## config.mk

```make
export PLATFORM = sky130hd
export DESIGN_NAME = bsg_axi_line_master
export DESIGN_NICKNAME = d
export VERILOG_FILES = /design/src/rtl/bsg_axi_pkg.sv /design/src/rtl/bsg_axi_line_master_buf.sv /design/src/rtl/bsg_axi_line_master.sv
export SDC_FILE = /design/constraint.sdc
export NUM_CORES = 1
export LEC_CHECK = 0
export CORE_AREA = 2 2 310 312
export DETAILED_ROUTE_END_ITERATION = 7
export DIE_AREA = 0 0 312 314
export HOLD_SLACK_MARGIN = 0.12
export REMOVE_ABC_BUFFERS = 1
export SLEW_MARGIN = 20
export SYNTH_ARGS = -nofsm -noshare
export SYNTH_HDL_FRONTEND = slang
export SYNTH_HIERARCHICAL = 1
export SYNTH_SLANG_ARGS = --single-unit
```

## constraint.sdc

```tcl
create_clock -name clk_i -period 6.95 [get_ports clk_i]
set_input_delay 2.085 -clock clk_i [delete_from_list [all_inputs] [get_ports clk_i]]
set_output_delay 2.085 -clock clk_i [all_outputs]
set_load 0.02 [all_outputs]
```

## src/rtl/bsg_axi_pkg.sv

```systemverilog
// bsg_axi_pkg: shared AXI burst/response encodings and the line-master state enum
package bsg_axi_pkg;

  typedef enum logic [1:0] {
    FIXED = 2'b00,
    INCR  = 2'b01,
    WRAP  = 2'b10
  } axi_burst_e;

  typedef enum logic [1:0] {
    OKAY   = 2'b00,
    EXOKAY = 2'b01,
    SLVERR = 2'b10,
    DECERR = 2'b11
  } axi_resp_e;

  typedef enum logic [2:0] {
    RESET,
    IDLE,
    WR_ADDR,
    WR_DATA,
    WR_RESP,
    RD_ADDR,
    RD_DATA,
    DONE
  } line_master_state_e;

endpackage

```

## src/rtl/bsg_axi_line_master_buf.sv

```systemverilog
// bsg_axi_line_master_buf: line buffer with full-line load, beat write port and beat read mux
module bsg_axi_line_master_buf #(
  parameter  int data_width_p  = 64,
  parameter  int burst_len_p   = 4,
  localparam int idx_width_lp  = $clog2(burst_len_p),
  localparam int line_width_lp = data_width_p*burst_len_p
) (
  input  logic                     clk_i,
  input  logic                     load_i,
  input  logic [line_width_lp-1:0] line_i,
  input  logic                     w_v_i,
  input  logic [idx_width_lp-1:0]  w_idx_i,
  input  logic [data_width_p-1:0]  w_data_i,
  input  logic [idx_width_lp-1:0]  r_idx_i,
  output logic [data_width_p-1:0]  r_data_o,
  output logic [line_width_lp-1:0] line_o
);

  logic [burst_len_p-1:0][data_width_p-1:0] beats_r;

  // whole-line load on request accept, otherwise one read beat at a time
  always_ff @(posedge clk_i)
    if (load_i) beats_r <= line_i;
    else if (w_v_i) beats_r[w_idx_i] <= w_data_i;

  assign r_data_o = beats_r[r_idx_i];
  assign line_o   = beats_r;

endmodule

```

## src/rtl/bsg_axi_line_master.sv

```systemverilog
// bsg_axi_line_master: one-line-per-INCR-burst AXI4 initiator; BSG_AXI_LINE_MASTER_ID_CHECK_EN flags bid/rid mismatches
module bsg_axi_line_master
  import bsg_axi_pkg::*;
#(
  parameter  int axi_id_width_p    = 4,
  parameter  int axi_addr_width_p  = 32,
  parameter  int axi_data_width_p  = 64,
  parameter  int axi_burst_len_p   = 4,
  localparam int line_width_lp     = axi_data_width_p*axi_burst_len_p,
  localparam int axi_strb_width_lp = axi_data_width_p>>3
) (
  input  logic                         clk_i,
  input  logic                         reset_i,
  input  logic                         req_v_i,
  output logic                         req_ready_o,
  input  logic                         req_write_i,
  input  logic [axi_addr_width_p-1:0]  req_addr_i,
  input  logic [line_width_lp-1:0]     req_data_i,
  output logic                         resp_v_o,
  input  logic                         resp_yumi_i,
  output logic [line_width_lp-1:0]     resp_data_o,
  output logic                         resp_err_o,
  output logic [axi_id_width_p-1:0]    axi_awid_o,
  output logic [axi_addr_width_p-1:0]  axi_awaddr_o,
  output logic [7:0]                   axi_awlen_o,
  output logic [1:0]                   axi_awburst_o,
  output logic                         axi_awvalid_o,
  input  logic                         axi_awready_i,
  output logic [axi_data_width_p-1:0]  axi_wdata_o,
  output logic [axi_strb_width_lp-1:0] axi_wstrb_o,
  output logic                         axi_wlast_o,
  output logic                         axi_wvalid_o,
  input  logic                         axi_wready_i,
  input  logic [axi_id_width_p-1:0]    axi_bid_i,
  input  logic [1:0]                   axi_bresp_i,
  input  logic                         axi_bvalid_i,
  output logic                         axi_bready_o,
  output logic [axi_id_width_p-1:0]    axi_arid_o,
  output logic [axi_addr_width_p-1:0]  axi_araddr_o,
  output logic [7:0]                   axi_arlen_o,
  output logic [1:0]                   axi_arburst_o,
  output logic                         axi_arvalid_o,
  input  logic                         axi_arready_i,
  input  logic [axi_id_width_p-1:0]    axi_rid_i,
  input  logic [axi_data_width_p-1:0]  axi_rdata_i,
  input  logic [1:0]                   axi_rresp_i,
  input  logic                         axi_rlast_i,
  input  logic                         axi_rvalid_i,
  output logic                         axi_rready_o
);

  localparam int cnt_width_lp = $clog2(axi_burst_len_p);
  localparam logic [cnt_width_lp-1:0] last_lp = cnt_width_lp'(axi_burst_len_p-1);
  localparam logic [axi_addr_width_p-1:0] align_mask_lp = ~axi_addr_width_p'(axi_strb_width_lp-1);

  line_master_state_e state_r, state_n;
  logic [axi_id_width_p-1:0]   id_r, id_n;
  logic [axi_addr_width_p-1:0] addr_r, addr_n;
  logic [cnt_width_lp-1:0]     cnt_r, cnt_n;
  logic err_r, err_n, load, beat_w_v, last, bid_err, rid_err;

`ifdef BSG_AXI_LINE_MASTER_ID_CHECK_EN
  assign bid_err = axi_bid_i != id_r;
  assign rid_err = axi_rid_i != id_r;
`else
  logic unused_ids;
  assign unused_ids = ^{axi_bid_i, axi_rid_i};
  assign bid_err = 1'b0;
  assign rid_err = 1'b0;
`endif

  assign last          = cnt_r == last_lp;
  assign axi_awid_o    = id_r;
  assign axi_arid_o    = id_r;
  assign axi_awaddr_o  = addr_r;
  assign axi_araddr_o  = addr_r;
  assign axi_awlen_o   = 8'(axi_burst_len_p-1);
  assign axi_arlen_o   = 8'(axi_burst_len_p-1);
  assign axi_awburst_o = INCR;
  assign axi_arburst_o = INCR;
  assign axi_wstrb_o   = '1;
  assign resp_err_o    = err_r;

  bsg_axi_line_master_buf #(
    .data_width_p(axi_data_width_p),
    .burst_len_p (axi_burst_len_p)
  ) line_buf (
    .clk_i   (clk_i),
    .load_i  (load),
    .line_i  (req_data_i),
    .w_v_i   (beat_w_v),
    .w_idx_i (cnt_r),
    .w_data_i(axi_rdata_i),
    .r_idx_i (cnt_r),
    .r_data_o(axi_wdata_o),
    .line_o  (resp_data_o)
  );

  // state and transaction registers; reset abandons any transaction in flight
  always_ff @(posedge clk_i)
    if (reset_i) begin
      state_r <= RESET;
      id_r    <= '0;
      addr_r  <= '0;
      cnt_r   <= '0;
      err_r   <= 1'b0;
    end else begin
      state_r <= state_n;
      id_r    <= id_n;
      addr_r  <= addr_n;
      cnt_r   <= cnt_n;
      err_r   <= err_n;
    end

  // next-state, handshake outputs and register updates per state
  always_comb begin
    state_n       = state_r;
    id_n          = id_r;
    addr_n        = addr_r;
    cnt_n         = cnt_r;
    err_n         = err_r;
    load          = 1'b0;
    beat_w_v      = 1'b0;
    req_ready_o   = 1'b0;
    resp_v_o      = 1'b0;
    axi_awvalid_o = 1'b0;
    axi_wvalid_o  = 1'b0;
    axi_wlast_o   = 1'b0;
    axi_bready_o  = 1'b0;
    axi_arvalid_o = 1'b0;
    axi_rready_o  = 1'b0;
    case (state_r)
      RESET: state_n = IDLE;
      IDLE: begin
        req_ready_o = 1'b1;
        if (req_v_i) begin
          addr_n  = req_addr_i & align_mask_lp;
          load    = 1'b1;
          state_n = req_write_i ? WR_ADDR : RD_ADDR;
        end
      end
      WR_ADDR: begin
        axi_awvalid_o = 1'b1;
        if (axi_awready_i) begin
          cnt_n   = '0;
          state_n = WR_DATA;
        end
      end
      WR_DATA: begin
        axi_wvalid_o = 1'b1;
        axi_wlast_o  = last;
        if (axi_wready_i) begin
          cnt_n   = cnt_r + 1'b1;
          state_n = last ? WR_RESP : WR_DATA;
        end
      end
      WR_RESP: begin
        axi_bready_o = 1'b1;
        if (axi_bvalid_i) begin
          err_n   = err_r | (axi_bresp_i != OKAY) | bid_err;
          state_n = DONE;
        end
      end
      RD_ADDR: begin
        axi_arvalid_o = 1'b1;
        if (axi_arready_i) begin
          cnt_n   = '0;
          state_n = RD_DATA;
        end
      end
      RD_DATA: begin
        axi_rready_o = 1'b1;
        if (axi_rvalid_i) begin
          beat_w_v = 1'b1;
          err_n    = err_r | (axi_rresp_i != OKAY) | (axi_rlast_i != last) | rid_err;
          cnt_n    = cnt_r + 1'b1;
          state_n  = last ? DONE : RD_DATA;
        end
      end
      DONE: begin
        resp_v_o = 1'b1;
        if (resp_yumi_i) begin
          err_n   = 1'b0;
          id_n    = id_r + 1'b1;
          state_n = IDLE;
        end
      end
      default: state_n = RESET;
    endcase
  end

endmodule

```

# == After elaboration in Yosys (flattened, before gate mapping) ==
# Index checks and enable logic that the tools add are counted.
# Widths: inputs -> output; s select.
# totals
ff_bits,295
inputBits,375
out_inout_bits,429
# classes
n_reduce_logical,12
n_eq_ne,16
mux,39
n_addsub,2
bitwise,3
magnitude_cmp,2
# ops
cell,count
$mux 256,2
$bwmux 256,1
$bmux 64 s2,1
$demux 64 s2,1
$mux 64,2
$mux 3,9
$pmux 3 s8,1
$mux 1,16
$ne 2x2->1 const B,7
$eq 3x3->1 const B,4
$mux 2,4
$pmux 2 s4,1
$reduce_and 7->1,1
$eq 3x2->1 const B,2
$reduce_bool 2->1,3
$reduce_and 5->1,1
$add 4x1->4 const B,1
$reduce_and 2->1,2
$reduce_and 4->1,1
$reduce_bool 4->1,1
$eq 3x1->1 const B,1
$logic_not 3->1,1
$lt 2x3->1 const B,1
$or 1x1->1,3
7 further kinds,7

# == Logic depth before layout (Yosys ltp) ==
# Gate-level depths: netlist of the first run.
# logic_depth
depth_word,7
ltp_mapped,10
depth_no_buf,5

# == By module ==
# The synthesis of the first run kept the hierarchy.
# modules_own_cells
module,n_inst,area_per_inst_um2,cells_each
bsg_axi_line_master_buf,1,12303.0,983
bsg_axi_line_master,1,2329.7,286

# == Worst setup path before layout of the first run ==
# No wires, ideal clock.
# synth_timing
path_kind,input -> register
start,input port axi_rvalid_i
end,register line_buf.beats_r (netlist bit line_buf/line_o[192]) (enable)
t_required_ns,6.451
path_stages,3
setup_slack_ns,1.145
t_arrival_ns,5.305
cell_sequence,and3_1 > inv_1 > o21bai_1
# synth_via
elab_chain_len,3
# synth_lines
item,line_no,source
start: declaration,bsg_axi_line_master.sv:48,"input logic axi_rvalid_i,"
$mux 1,bsg_axi_line_master.sv:173,if (axi_rvalid_i) begin
$mux 1,bsg_axi_line_master.sv:132,case (state_r)
$reduce_bool 2->1 (no line),n/a,
end signal: assignment,bsg_axi_line_master_buf.sv:23,if (load_i) beats_r <= line_i;
end signal: indexed assignment,bsg_axi_line_master_buf.sv:24,else if (w_v_i) beats_r[w_idx_i] <= w_data_i;
end: declaration,bsg_axi_line_master_buf.sv:19,logic [burst_len_p-1:0][data_width_p-1:0] beats_r;
# No other way between the ends.
# A chain may end at the register's enable or synchronous reset.

# == Final worst setup path of the first run ==
# layout_timing
start,register cnt_r[0]
end,output port axi_wdata_o[30]
# layout_via
elab_chain_len,2
# layout_lines
item,line_no,source
start: declaration,bsg_axi_line_master.sv:59,"logic [cnt_width_lp-1:0] cnt_r, cnt_n;"
start signal: assignment,bsg_axi_line_master.sv:111,cnt_r <= cnt_n;
$bmux 64 s2,bsg_axi_line_master_buf.sv:26,assign r_data_o = beats_r[r_idx_i];
$mux 64 (not written as such),bsg_axi_line_master_buf.sv:26,
end: declaration,bsg_axi_line_master.sv:29,"output logic [axi_data_width_p-1:0] axi_wdata_o,"
# No other way between the ends. The select of a mux whose other input is x is not followed.

==> results.tsv, run 1 <==
metric	value	unit
grt ovf	0	
Via density	3.98	
I/O pin total	804	
diode count	0	
I/O Buffers	758	
sequential fraction of the synthesis area	57.9	%
Yosys top cell area share	52.5	%
Max-slew headroom	44.3	%
GR Util All Layers	13.9	%
Req. time, crit path	4870	ps
MaxCap Viol Count	0	
Worst-Margin Slew	835	ps
synth cell count leaders	317 x nand2_1, 256 x edfxtp_1, 256 x o21ai_0	
GPL Wtd Cong	0.833	
fill cell count	10100	
Final Skew	13.3	ps
met1 Use GR	15.9	%
drc violations	0	
cts hold-fix bufs	0	
crit path cell chain	buf_4 -> mux4_2 -> clkdlybuf4s50_1	
CTS Buffer Depth	3	
outcome	completed	
fin cells	3253	
min Tclk post-route	5210	ps
Mapped Cells	1269	
clk_lat worst skew	570	ps
TritonCTS Buffers	38	
met2 Resource Use GR	23.6	%
Min-Delay Path Class	flip-flop to flip-flop	
mapped cell area	14600	sq um
RSZ-0062 raised after global routing	no	
initial core utilization	15.5	%
DR vias	12900	
FP Rows	113	
postcts setup bufs	0	
WL final	71900	um
H-tree depth	2	
largest net degree at the start of global routing	97	
GRT met3 Usage	5.86	%
crit path kind	flip-flop to output pin	
gr busiest metal	met2	
first-pass GRT wire length	97500	um
Die H	314	um
top-count cell post-synth	nand2_1	
share of cells above drive strength 1	7.90	%
Layout Nets	2338	
Seq cells post-synth	295	
Power Dens Cells	307	nW/um^2
max incr delay on CP	820	ps
Core Area	94400	sq um
DP Cell Count	3185	
drt pass-1 iters	4	
setup TNS	0	ps
final setup fails	0	
VDD IR max	0.128	mV
asr flop ratio synth	0	%
Syn. warnings	6	
fin crit share	74.9	%
Hold Fails Final Rpt	0	
Synth Flop Type	edfxtp_1	
Final ANT Viol Nets	0	
cell accounting for the most synthesized area	edfxtp_1	
clock root cell	clkbuf_16	
Critical Path Start Type	flip-flop	
Area Overhead vs Synth	66.8	%
syn_area_per_cell	11.5	sq um
CTS tree	built	
number of global-route vias before repair	13200	
critical path's slowest cell	dfxtp_4	
Die ar.	98000	sq um
crit path max fanout	27	
max frequency	192	MHz
CP arrival	3120	ps
EDFF count, synth	256	
Sink Count	295	
Iteration-0 DRC Markers	870	
register clock-pin slew on the reported worst setup and hold paths	60	ps
synth top area cells	edfxtp_1 53%, mux4_2 9.2%, o21ai_0 8.8%, nand2_1 8.1%, dfxtp_1 5.3%	
Die Wd	312	um
Post-DP HPWL	54000	um
CP Capture Type	output pin	
P_leak	8.02	nW
Netlist cell types	50	
reg-to-reg slack, setup	3450	ps
fin. max-slew vios	0	
post-CTS sizing	0	
antenna violations before repair	21	
wire per inst	22.1	um
Tot Pwr	7.50	mW
-- power by group --
| part | switching (mW) | internal (mW) | total (mW) |
|---|---|---|---|
| combinational | 1.62 | 1.23 | 2.85 |
| clock | 0.803 | 1.18 | 1.98 |
| sequential | 0.239 | 2.42 | 2.66 |
| total | 2.66 | 4.83 | 7.50 |
-- placed cells by master (no fill, tap or decap), types with 32 or more instances in the layout --
cell type and instances:
dfxtp_1 37, mux4_2 60, a21oi_1 32, nand2b_1 69, edfxtp_1 256, nand2_1 316
conb_1 34, clkdlybuf4s50_1 758, o21ai_0 256, clkbuf_16 39
-- metal layers --
metal / vias to the layer above / part of all wire [%]
met5: - / 0.25
met4: 28 / 3.2
met3: 129 / 10
met2: 650 / 48
met1: 6277 / 38
li1: 5850 / -
-- sequential cells by signal (all words and copies together), names as in the netlist --
signal and flops:
cnt_r 2, line_buf/line_o 256, axi_araddr_o 29, state_r 3, axi_arid_o 4, resp_err_o 1
-- cells by family after synthesis --
kind of cell               synth area share [%]
AOI/OAI and AO/OA                          10.9
other                                    0.0513
adders and majority gates                 0.257
buffers and inverters                      7.45
xor gates and xnor gates                  0.299
DFF                                        57.9
muxes                                      10.5
and+or+nand+nor                            12.7
-- worst max-delay path, delay by kind of cell (launching register included) --
family,cells,cell delay (ps)
mux,1,560
flops,1,820
buf+inv,2,1150
-- through the flow --
step	utilization, %	hold WS (ps)	area [sq um]	worst slack [ps]
global placement	24.6	459	23200	1750
CTS	25.8	471	24400	1610
global route	25.8	492	24400	1580
floorplan	-	626	13700	-2490
finish	25.8	467	24400	1740
detailed placement	24.6	463	23200	1730
-- layout make-up --
cell class	count	area (sq um)	area share, %
flip-flops and latches	295	8480	34.7
repair buffers	780	7840	32.1
multi-input cells	840	5270	21.6
well taps	1265	1580	6.48
clock buffers	48	1010	4.14
clock inverters	20	210	0.861
inverters	5	26.3	0.108
-- worst paths after layout --
check / cells past startpoint / from / endpoint
worst max-delay path: 3 / cnt_r[0] / axi_wdata_o[30]
worst max register to register: 5 / state_r[0] / line_buf/line_o[226]
worst min register to register: 2 / axi_araddr_o[13] / axi_araddr_o[13]
worst min-delay path: 2 / axi_araddr_o[13] / axi_araddr_o[13]
Power figures use the tool's default switching activity.
==> inputs of run 2 (changes only) <==
==> constraint.sdc (replaced) <==
create_clock -name clk_i -period 5.25 [get_ports clk_i]
set_input_delay 1.575 -clock clk_i [delete_from_list [all_inputs] [get_ports clk_i]]
set_output_delay 1.575 -clock clk_i [all_outputs]
set_load 0.02 [all_outputs]
==> run 2 against run 1 <==
Non-clock buffer count rose by 10. Largest power group unchanged. First-iteration DRC count is 6.6% higher. Sequential cell count unchanged. Sequential share of layout area hardly changed. Count of clock-buffer cells in the layout rose by 1. Highest routed layer unchanged.
==> results.tsv, run 2 (synthesized netlist as in run 1, its figures left out) <==
metric	value	unit
clk_lat worst skew	570	ps
Die ar.	98000	sq um
Power Dens Cells	401	nW/um^2
Via density	4.02	
Final ANT Viol Nets	0	
CP arrival	2880	ps
Area Overhead vs Synth	66.7	%
reg-to-reg slack, setup	2360	ps
max frequency	224	MHz
GR Util All Layers	13.8	%
crit path max fanout	27	
first-pass GRT wire length	97000	um
Die H	314	um
TritonCTS Buffers	37	
hold path start	axi_araddr_o[27]	
initial core utilization	15.5	%
crit path cell chain	buf_4 -> mux4_2 -> clkdlybuf4s50_1	
CP bufs+invs	2	
Critical Path Start Type	flip-flop	
Iteration-0 DRC Markers	927	
share of cells above drive strength 1	8.31	%
Layout Nets	2347	
Tot Pwr	9.78	mW
Max Used Layer	met5	
Die Wd	312	um
max reg flops	256	
min Tclk post-route	4460	ps
number of global-route vias before repair	13200	
largest net degree at the start of global routing	86	
Max-slew headroom	48.5	%
postcts setup bufs	0	
CTS tree	built	
met2 WL	33600	um
CTS Buffer Depth	3	
I/O Buffers	758	
outcome	completed	
most common cell after layout, fill and taps aside	clkdlybuf4s50_1	
CP startpoint	cnt_r[0]	
Req. time, crit path	3680	ps
FP Rows	113	
max incr delay on CP	820	ps
Worst-Margin Slew	772	ps
Hold EP	axi_araddr_o[27]	
clock root cell	clkbuf_16	
DR vias	13100	
reg2reg path depth	4	
Hold Fails Final Rpt	0	
final setup fails	0	
WL final	71600	um
GPL Wtd Cong	0.825	
Reg-to-Reg Start	cnt_r[0]	
H-tree depth	2	
fin crit share	84.9	%
met3 wire length	7340	um
Layout Utilization	25.8	%
drc violations	0	
P_leak	8.03	nW
post-CTS sizing	0	
CP delay by family, top	buffers and inverters	
crit path kind	flip-flop to output pin	
M1 wire length	28300	um
register clock-pin slew on the reported worst setup and hold paths	60	ps
worst r2r dst	line_buf/line_o[171]	
Min-Delay Path Class	flip-flop to flip-flop	
antenna violations before repair	23	
Final Skew	11.2	ps
wire per inst	21.9	um
drt pass-1 iters	5	
Worst Hold Depth	2	
grt ovf	0	
MaxCap Viol Count	0	
Core Area	94400	sq um
most used cells in the layout excluding fill and tap cells	757 x clkdlybuf4s50_1, 316 x nand2_1, 256 x o21ai_0, 256 x edfxtp_1, 69 x nand2b_1	
RSZ-0062 raised after global routing	no	
CP Capture Type	output pin	
VDD IR max	0.227	mV
fin. max-slew vios	0	
critical path's slowest cell	dfxtp_4	
Post-DP HPWL	53900	um
fill cell count	10100	
I/O pin total	804	
Sink Count	295	
cts hold-fix bufs	0	
-- run 2: cell types whose count changed in the layout (fill, tap and decap cells not counted) --
cell	change
clkinv_4	-2
clkdlybuf4s50_1	-1
clkinv_2	+2
bufinv_16	-3
buf_2	+1
inv_6	+1
diode_2	+1
buf_4	+10
clkbuf_1	+1
-- run 2: how the worst max path moves through the flow --
| stage | to | slack (ps) | cells after the start |
|---|---|---|---|
| floorplan | line_buf/line_o[0] | -3680 | 3 |
| global placement | line_buf/line_o[59] | 1240 | 5 |
| detailed placement | line_buf/line_o[59] | 1260 | 5 |
| CTS | axi_wdata_o[48] | 700 | 3 |
| global route | axi_wdata_o[48] | 660 | 3 |
| finish | axi_wdata_o[20] | 790 | 3 |
-- run 2: through the flow --
stage | cells | setup slack (ps) | cell area [sq um] | hold slack (ps) | TNS, ps
after floorplan | 1140 | -3680 | 13700 | 626 | -1501860
after global placement | 3195 | 1240 | 23300 | 462 | 0
after detailed placement | 3195 | 1260 | 23300 | 462 | 0
after CTS | 3262 | 699 | 24400 | 469 | 0
after global routing | 3262 | 657 | 24400 | 488 | 0
final | 3263 | 793 | 24400 | 470 | 0
-- run 2: final cells by class --
type / count / area (sq um) / share of cell area (%)
clock inverters: 18 / 121 / 0.497
well taps: 1265 / 1580 / 6.49
inverters: 5 / 26.3 / 0.108
repair buffers: 790 / 7910 / 32.4
clock buffers: 49 / 1010 / 4.15
multi-input cells: 840 / 5270 / 21.6
diodes: 1 / 2.50 / 0.0103
flip-flops and latches: 295 / 8480 / 34.7
-- run 2: layer usage --
metal / up-vias / GRT usage [%]
li1: 5866 / -
met1: 6396 / 16.3
met2: 685 / 22.7
met3: 133 / 5.53
met4: 30 / 4.95
met5: - / 0
-- run 2: power breakdown --
part	total [mW]	switching (mW)	internal, mW
clock network	2.46	1.05	1.41
logic	3.79	2.15	1.64
registers	3.53	0.325	3.21
-- run 2: worst register-to-register path: stages (launching register included) --
cell and delay, ps:
dfxtp_4 820, buf_4 360, nand2b_4 470, buf_4 590, o21ai_0 330
==> inputs of run 3 (changes only) <==
==> constraint.sdc (replaced) <==
create_clock -name clk_i -period 4.5 [get_ports clk_i]
set_input_delay 1.35 -clock clk_i [delete_from_list [all_inputs] [get_ports clk_i]]
set_output_delay 1.35 -clock clk_i [all_outputs]
set_load 0.02 [all_outputs]
==> run 3 against run 2 <==
Cell count increased by 0.12%. Setup slack got worse by 370 ps. First-iteration DRC count increased by 2.7%. Clock skew about the same. Power increased by 19%. Clock power increased by 24%. Utilization increased by 0.17 points. Critical path depth unchanged. Global-route usage increased by 0.23 points. Sequential cell count unchanged. Sequential power increased by 16%. Critical endpoint is now axi_wdata_o[30]. Highest routed layer unchanged.
==> results.tsv, run 3 (synthesized netlist as in run 1, its figures left out) <==
metric	value	unit
post-CTS sizing	0	
Hold WS	473	ps
P_leak	8.09	nW
H-tree depth	2	
Area Overhead vs Synth	67.8	%
Min-Delay Path Class	flip-flop to flip-flop	
dpl ws	840	ps
Critical Path Start Type	flip-flop	
CP Capture Type	output pin	
reg-to-reg slack, setup	1700	ps
max reg flops	256	
I/O pin total	804	
outcome	completed	
share of cells above drive strength 1	8.40	%
largest net degree at the start of global routing	104	
Reg-to-Reg Start	cnt_r[1]	
max frequency	245	MHz
register clock-pin slew on the reported worst setup and hold paths	60	ps
VDD IR max	0.247	mV
Core Area	94400	sq um
FP Rows	113	
DR vias	13100	
fin crit share	90.6	%
clk_lat worst skew	570	ps
first-pass GRT wire length	98200	um
DP Cell Count	3200	
wire per inst	22.2	um
GPL Wtd Cong	0.835	
Layout Nets	2353	
I/O Buffers	758	
Post-DP HPWL	54200	um
area of the multi-input gates	5270	sq um
worst r2r dst	line_buf/line_o[91]	
Power Dens Cells	473	nW/um^2
Iteration-0 DRC Markers	952	
most used cells in the layout excluding fill and tap cells	758 x clkdlybuf4s50_1, 316 x nand2_1, 256 x o21ai_0, 256 x edfxtp_1, 69 x nand2b_1	
Hold Fails Final Rpt	0	
fill cell count	10100	
WL final	72400	um
CP startpoint	cnt_r[0]	
Die H	314	um
crit path max fanout	23	
crit path kind	flip-flop to output pin	
most common cell after layout, fill and taps aside	clkdlybuf4s50_1	
reg2reg path depth	4	
Worst Setup EP	axi_wdata_o[30]	
GR Util All Layers	14.1	%
Die Wd	312	um
Via density	4.00	
fin cells	3267	
CP arrival	2730	ps
fin. max-slew vios	0	
number of global-route vias before repair	13100	
register area	8480	sq um
Die ar.	98000	sq um
setup slack after layout	421	ps
Worst-Margin Slew	790	ps
Final Skew	11.2	ps
drt pass-1 iters	5	
CTS tree	built	
Max-slew headroom	47.3	%
initial core utilization	15.5	%
drc violations	0	
grt ovf	0	
cts hold-fix bufs	0	
RSZ-0062 raised after global routing	no	
Req. time, crit path	3150	ps
MaxCap Viol Count	0	
clock root cell	clkbuf_16	
Sink Count	295	
postcts setup bufs	0	
antenna violations before repair	22	
Final ANT Viol Nets	0	
TritonCTS Buffers	38	
final setup fails	0	
CTS Buffer Depth	3	
min Tclk post-route	4080	ps
run 3: worst max-delay path: stages (launching register included):
cell	delay (ps)
dfxtp_4	550
buf_12	280
mux4_2	530
clkdlybuf4s50_1	730
run 3: worst min-delay path by stage:
| stage | end | slack (ps) | startpoint | cells after the start |
|---|---|---|---|---|
| 3_5_place_dp | axi_araddr_o[5] | 460 | axi_araddr_o[5] | 2 |
| 3_3_place_gp | axi_araddr_o[22] | 460 | axi_araddr_o[22] | 2 |
| 4_1_cts | axi_araddr_o[5] | 470 | axi_araddr_o[5] | 2 |
| 6_report | axi_araddr_o[5] | 470 | axi_araddr_o[5] | 2 |
| 2_1_floorplan | axi_araddr_o[10] | 630 | axi_araddr_o[10] | 2 |
| 5_1_grt | axi_araddr_o[5] | 490 | axi_araddr_o[5] | 2 |
run 3: final cells by class:
cell class                 instances  area share (%)
sequential                       295            34.5
timing repair buffer             795            32.6
multi-input combinational        840            21.4
tap                             1265            6.45
clock buffer                      48            4.11
clock inverter                    17           0.759
inverter                           5           0.107
antenna                            2          0.0204
run 3: metrics by stage:
| step | util (%) | setup TNS [ps] | power (mW) | area (sq um) |
|---|---|---|---|---|
| 3_3_place_gp | 24.7 | 0 | 8.63 | 23400 |
| 4_1_cts | 26.0 | 0 | 11.8 | 24500 |
| 2_1_floorplan | - | -1810310 | 6.33 | 13700 |
| 6_report | 26.0 | 0 | 11.6 | 24600 |
| 5_1_grt | 26.0 | 0 | 12.1 | 24600 |
| 3_5_place_dp | 24.7 | 0 | 8.66 | 23400 |
run 3: power breakdown:
group | internal [mW] | switching (mW) | total (mW) | leakage (nW)
Combinational | 1.94 | 2.53 | 4.47 | 4.78
Clock | 1.81 | 1.24 | 3.05 | 0.579
Sequential | 3.74 | 0.353 | 4.09 | 2.73
run 3: layer usage:
layer	track usage, %	wire length [um]
met1	16.2	28000
met2	23.2	34100
met3	6.15	7620
met4	4.94	2470
met5	0	155
